--- config.mk ---
export PLATFORM = sky130hd
export DESIGN_NAME = ipsxe_floating_point_unpack_double_v1_0
export DESIGN_NICKNAME = d
export VERILOG_FILES = /design/src/rtl/ipsxe_floating_point_unpack_double_v1_0.sv
export SDC_FILE = /design/constraint.sdc
export NUM_CORES = 1
export LEC_CHECK = 0
export CAP_MARGIN = 20
export CORE_ASPECT_RATIO = 0.5
export CORE_UTILIZATION = 45
export DETAILED_ROUTE_END_ITERATION = 12
export GPL_TIMING_DRIVEN = 0
export PLACE_DENSITY_LB_ADDON = 0.2
export SYNTH_ARGS = -nofsm -noshare
export SYNTH_HDL_FRONTEND = slang
export SYNTH_SLANG_ARGS = --single-unit
--- constraint.sdc ---
create_clock -name i_clk -period 2.5 [get_ports i_clk]
set_clock_uncertainty 0.15 [all_clocks]
set_input_delay 0.375 -clock i_clk [delete_from_list [all_inputs] [get_ports i_clk]]
set_output_delay 0.375 -clock i_clk [all_outputs]
set_load 0.02 [all_outputs]
--- src/rtl/ipsxe_floating_point_unpack_double_v1_0.sv ---
// Unpacks an IEEE-754 operand into the wide {sign, exp, man} sum word used by the FMA round stage.
// Define IPSXE_FLT_UNPACK_SUBNORM_EN to keep subnormals exact; by default they are flushed to zero.
module ipsxe_floating_point_unpack_double_v1_0 #(
  parameter int EXP_WIDTH = 8,
  parameter int MAN_WIDTH = 23,
  parameter int W_USER    = 1
) (
  input  logic                                   i_clk,
  input  logic                                   i_rst,
  input  logic                                   i_aclken,
  input  logic                                   i_valid,
  output logic                                   o_ready,
  input  logic [EXP_WIDTH+MAN_WIDTH:0]           i_float,
  input  logic [W_USER-1:0]                      i_user,
  output logic                                   o_valid,
  input  logic                                   i_ready,
  output logic [2*(MAN_WIDTH+1)+EXP_WIDTH+2:0]   o_add_out,
  output logic [3:0]                             o_class,
  output logic [W_USER-1:0]                      o_user
);

  localparam int FW = 1 + EXP_WIDTH + MAN_WIDTH;
  localparam int MW = 2 * (MAN_WIDTH + 1) + 1;
  localparam int WW = MW + EXP_WIDTH + 1 + 1;
  localparam int HB = 2 * MAN_WIDTH;
  localparam logic [EXP_WIDTH:0] BIAS = {2'b00, {(EXP_WIDTH-1){1'b1}}};

  // Class vector is {is_nan, is_inf, is_zero, is_subnorm}; all-zero means normal.
  function automatic logic [3:0] classify(input logic [EXP_WIDTH-1:0] e,
                                          input logic [MAN_WIDTH-1:0] f);
    logic e_zero;
    logic e_ones;
    logic f_zero;
    e_zero = (e == {EXP_WIDTH{1'b0}});
    e_ones = (e == {EXP_WIDTH{1'b1}});
    f_zero = (f == {MAN_WIDTH{1'b0}});
    classify = {e_ones & ~f_zero, e_ones & f_zero, e_zero & f_zero, e_zero & ~f_zero};
  endfunction

  logic                   r_s1_valid;
  logic [FW-1:0]          r_s1_float;
  logic [W_USER-1:0]      r_s1_user;
  logic                   r_s2_valid;
  logic [WW-1:0]          r_add_out;
  logic [3:0]             r_class;
  logic [W_USER-1:0]      r_user;

  logic                   w_s1_adv;
  logic                   w_s2_adv;
  logic                   w_sign;
  logic [EXP_WIDTH-1:0]   w_e;
  logic [MAN_WIDTH-1:0]   w_f;
  logic [3:0]             w_cls;
  logic [EXP_WIDTH:0]     w_exp;
  logic [MW-1:0]          w_man;

  assign w_s2_adv = ~r_s2_valid | i_ready;
  assign w_s1_adv = ~r_s1_valid | w_s2_adv;
  assign o_ready  = w_s1_adv;

  // Stage-2 word build from the registered operand; bits above HB stay zero as add-stage headroom.
  always_comb begin
    w_exp  = {(EXP_WIDTH+1){1'b0}};
    w_man  = {MW{1'b0}};
    w_sign = r_s1_float[FW-1];
    w_e    = r_s1_float[FW-2 -: EXP_WIDTH];
    w_f    = r_s1_float[MAN_WIDTH-1:0];
    w_cls  = classify(w_e, w_f);
    case (w_cls)
      4'b1000: begin
        w_exp                        = {1'b0, w_e} + BIAS;
        w_man[HB]                    = 1'b1;
        w_man[HB-1 -: MAN_WIDTH]     = w_f | {1'b1, {(MAN_WIDTH-1){1'b0}}};
      end
      4'b0100: begin
        w_exp     = {1'b0, w_e} + BIAS;
        w_man[HB] = 1'b1;
      end
      4'b0010: begin
        w_exp = {(EXP_WIDTH+1){1'b0}};
        w_man = {MW{1'b0}};
      end
      4'b0001: begin
`ifdef IPSXE_FLT_UNPACK_SUBNORM_EN
        // Hidden bit left clear; the round stage renormalises by leading-zero count.
        w_exp                    = BIAS + {{EXP_WIDTH{1'b0}}, 1'b1};
        w_man[HB-1 -: MAN_WIDTH] = w_f;
`else
        w_exp = {(EXP_WIDTH+1){1'b0}};
        w_man = {MW{1'b0}};
`endif
      end
      default: begin
        w_exp                    = {1'b0, w_e} + BIAS;
        w_man[HB]                = 1'b1;
        w_man[HB-1 -: MAN_WIDTH] = w_f;
      end
    endcase
  end

  // Stage 1: capture operand and sideband whenever the stage can advance.
  always_ff @(posedge i_clk) begin
    if (i_rst) begin
      r_s1_valid <= 1'b0;
      r_s1_float <= {FW{1'b0}};
      r_s1_user  <= {W_USER{1'b0}};
    end else if (i_aclken && w_s1_adv) begin
      r_s1_valid <= i_valid;
      if (i_valid) begin
        r_s1_float <= i_float;
        r_s1_user  <= i_user;
      end
    end
  end

  // Stage 2: output register; data only changes when a new valid word moves in.
  always_ff @(posedge i_clk) begin
    if (i_rst) begin
      r_s2_valid <= 1'b0;
      r_add_out  <= {WW{1'b0}};
      r_class    <= 4'b0000;
      r_user     <= {W_USER{1'b0}};
    end else if (i_aclken && w_s2_adv) begin
      r_s2_valid <= r_s1_valid;
      if (r_s1_valid) begin
        r_add_out <= {w_sign, w_exp, w_man};
        r_class   <= w_cls;
        r_user    <= r_s1_user;
      end
    end
  end

  assign o_valid   = r_s2_valid;
  assign o_add_out = r_add_out;
  assign o_class   = r_class;
  assign o_user    = r_user;

endmodule
==> impl_results.md <==
* Status: finished clean
* Crit path launch type: primary input
* DRC at 0
* PortBufs at 77
* Synth Register Bits at 74
* CTS tree: yes
* GRT Total Usage at around 22%
* Share of layout cells above drive strength 1 at between 10% and 20%
* Crit path largest cell delay at roughly 0.55 ns
* Post-synthesis cell count at roughly 340
* Initial antenna violation count at 0
* Final instance area at ~4200 µm²
* CP max FO at 5
* Critical path required time at around 2.0 ns
* Switching power share of the total at a little under a quarter
* Post-CTS Resized at 0
* Final setup TNS at 0 ns
* Starting DRT DRC Count at ~180
* Post-CTS Setup Repair Bufs at 0
* Warnings from Yosys at 0
* Final min period at approximately 2.3 ns
* Vias in the first global route at 2,487
* Max Buffers Root-to-Sink at 2
* Largest net degree at the start of global routing at 13
* Routed wire length at between 7 and 8 mm
* Pint at 2.22 mW
* Multi-input logic area at about 1200 µm²
* I/O pin count at between 100 and 150
* CTS HTree Levels at 3
* Critical-path cell list: clkdlybuf4s50_1 > nor2b_1 > nand2_1 > clkdlybuf4s50_1
* Avg WL per Cell at 13.2 µm
* Worst skew pair latency at about 0.33 ns
* Area delta synth->final at 43.9%
* Overall power at 2.88 mW
* Worst path slowest cell: clkdlybuf4s50_1
* DP Wirelength at approximately 5.3 mm
* Drt via density at ~5
* Root Buffer: clkbuf_16
* Comb power frac at between 10% and 20%
* Max_cap viols at 0
* Fillers at 490
* Worst path most repeated cell: clkdlybuf4s50_1
* RSZ-0062 raised after global routing: no
* Clock share of power at between 40% and 50%
* Critical path class: primary input to output port
* CP Capture Type: output port
* Seq/Total Area, Yosys at roughly half
* Die Area at a little under 7000 µm²
* Hold-fix buffers, CTS at 0
* Die height at between 50 and 60 µm
* Syn Std Cell Area at about 2900 µm²
* Cell family with most CP delay: buffers and inverters
* Number of setup violations in the final report at 0
* Worst-margin pin slew at a little under 0.8 ns
* ANT cells at 0
* Inserted Clock Buffers at 9
* Die X at approximately 120 µm
* Maximum VDD drop at roughly 340 µV
* Global-route wire length before repair at between 10 and 15 mm
* Antenna-violating nets left at 0
* Fmax at 0.426 GHz
* Slew headroom at a little under half
* Drt first pass iters at 4
* Pleak at around 1.6 nW
* PwrDens at between 600 and 700 nW/µm²
* Critical Path AT at 1.82 ns
* # rows at 20
* Clk slew on worst S/H paths at about 0.060 ns
* FF+latch area at 1480 µm²
* Syn_area_per_cell at between 8 and 9 µm²
* Total grt overflow at 0
* Final hold viol count at 0
* NetSw at 665 µW
* Cell variety after synth at 34
* Placer Congestion at 0.848
* Final Cycle Share at about 94%
* Starting Density at roughly 47%
* Worst hold path type: register to register
* Hold slack final at 0.302 ns
* Sequential share of power at between 40 and 50%
* Worst path buffer plus inverter count at 2
* Total number of vias at approximately 2,700
* Core area at between 6000 and 7000 µm²
* Dpl cell area at ~3900 µm²
* Nets@finish at between 400 and 500
* # clock sinks at 74
* Max-slew violation count at 0
## power groups by stage
stage	sequential, mW	combinational [mW]	clock (mW)
global placement	1.26	0.312	0
global route	1.25	0.353	1.39
CTS	1.24	0.323	1.33
finish	1.24	0.324	1.32
detailed placement	1.27	0.319	0
floorplan	1.27	0.198	0
## registers in the layout (all words and copies together) (netlist names)
signal / cells
r_s1_valid: 1
r_s1_user: 1
o_user: 1
o_valid: 1
r_s1_float: 32
o_class: 4
o_add_out: 34
## routing by layer
metal	vias to the layer above	share of wire [%]	track usage (%)
li1	1320	-	-
met1	1218	42	26.4
met4	0	2.3	9.89
met5	-	0	0
met3	15	6.8	6.24
met2	104	48	38.8
## cells in the mapped netlist, drive strengths merged
library cell	number	share of area (%)
a21o	1	0.26
a21oi	44	7.5
a22o	22	6.6
a31oi	1	0.21
and2	1	0.30
buf	31	8.0
clkbuf	13	1.7
conb	1	0.13
dfxtp	74	51
ha	2	0.85
inv	3	0.38
mux2i	1	0.34
nand2	91	12
nand2b	2	0.43
nand3	6	1.0
nand3b	5	1.3
nand4	2	0.43
nor2	5	0.64
nor2b	1	0.21
nor3	3	0.68
nor3b	2	0.51
nor4	7	1.5
o21ai	7	1.2
o31a	1	0.34
o31ai	1	0.26
or2	2	0.43
or4	2	0.77
xnor2	1	0.30
xor2	5	1.5
## worst min-delay path, cell delays in order, from the launching register on
cell and delay [ns]:
dfxtp_1 0.30, nand2_1 0.05, a21oi_1 0.05
## cell families (layout without fill, tap and decap cells)
logic type	after synthesis	after routing	share of synthesized area (%)
AND/OR/NAND/NOR	129	129	19.9
AO/OA/AOI/OAI	77	77	16.4
flip-flops	74	74	50.6
buffers and inverters	47	139	10.0
XOR/XNOR	6	6	1.80
adder cells (fa/ha/maj)	2	2	0.855
other	1	25	0.128
multiplexers	1	1	0.342
## stage by stage
stage	cells	util [%]	setup slack [ns]
2_1_floorplan	361	-	0.314
3_3_place_gp	526	63.1	0.0349
3_5_place_dp	526	63.1	0.0216
4_1_cts	541	68.1	0.170
5_1_grt	541	68.1	0.0677
6_report	541	68.1	0.151
## worst paths after layout
check | startpoint | end | slack, ns | cells past startpoint
max reg2reg | r_s1_float[25] | o_add_out[38] | 0.18 | 6
min | o_add_out[46] | o_add_out[46] | 0.30 | 2
max | i_ready | o_ready | 0.15 | 4
min reg2reg | o_add_out[46] | o_add_out[46] | 0.30 | 2
## placed cells by master (no fill, tap or decap), types with 2 or more instances in the layout
| cell type | instances |
|---|---|
| a21oi_1 | 44 |
| a22o_1 | 22 |
| buf_1 | 3 |
| buf_4 | 25 |
| buf_6 | 3 |
| clkbuf_1 | 13 |
| clkbuf_16 | 9 |
| clkbuf_8 | 3 |
| clkdlybuf4s50_1 | 77 |
| conb_1 | 25 |
| dfxtp_1 | 74 |
| ha_1 | 2 |
| inv_1 | 3 |
| nand2_1 | 91 |
| nand2b_1 | 2 |
| nand3_1 | 6 |
| nand3b_1 | 5 |
| nand4_1 | 2 |
| nor2_1 | 5 |
| nor3_1 | 2 |
| nor3b_1 | 2 |
| nor4_1 | 7 |
| o21ai_0 | 3 |
| o21ai_1 | 4 |
| or4_4 | 2 |
| xor2_1 | 5 |
## cell type report
cell class,count,area share [%]
buffer,44,6.69
sequential,74,35.2
inverter,3,0.267
clock inverter,3,1.10
tap,88,2.62
multi-input combinational,240,29.5
clock buffer,12,6.33
timing repair buffer,77,18.3
No activity file was read; power rests on OpenSTA's default activity.
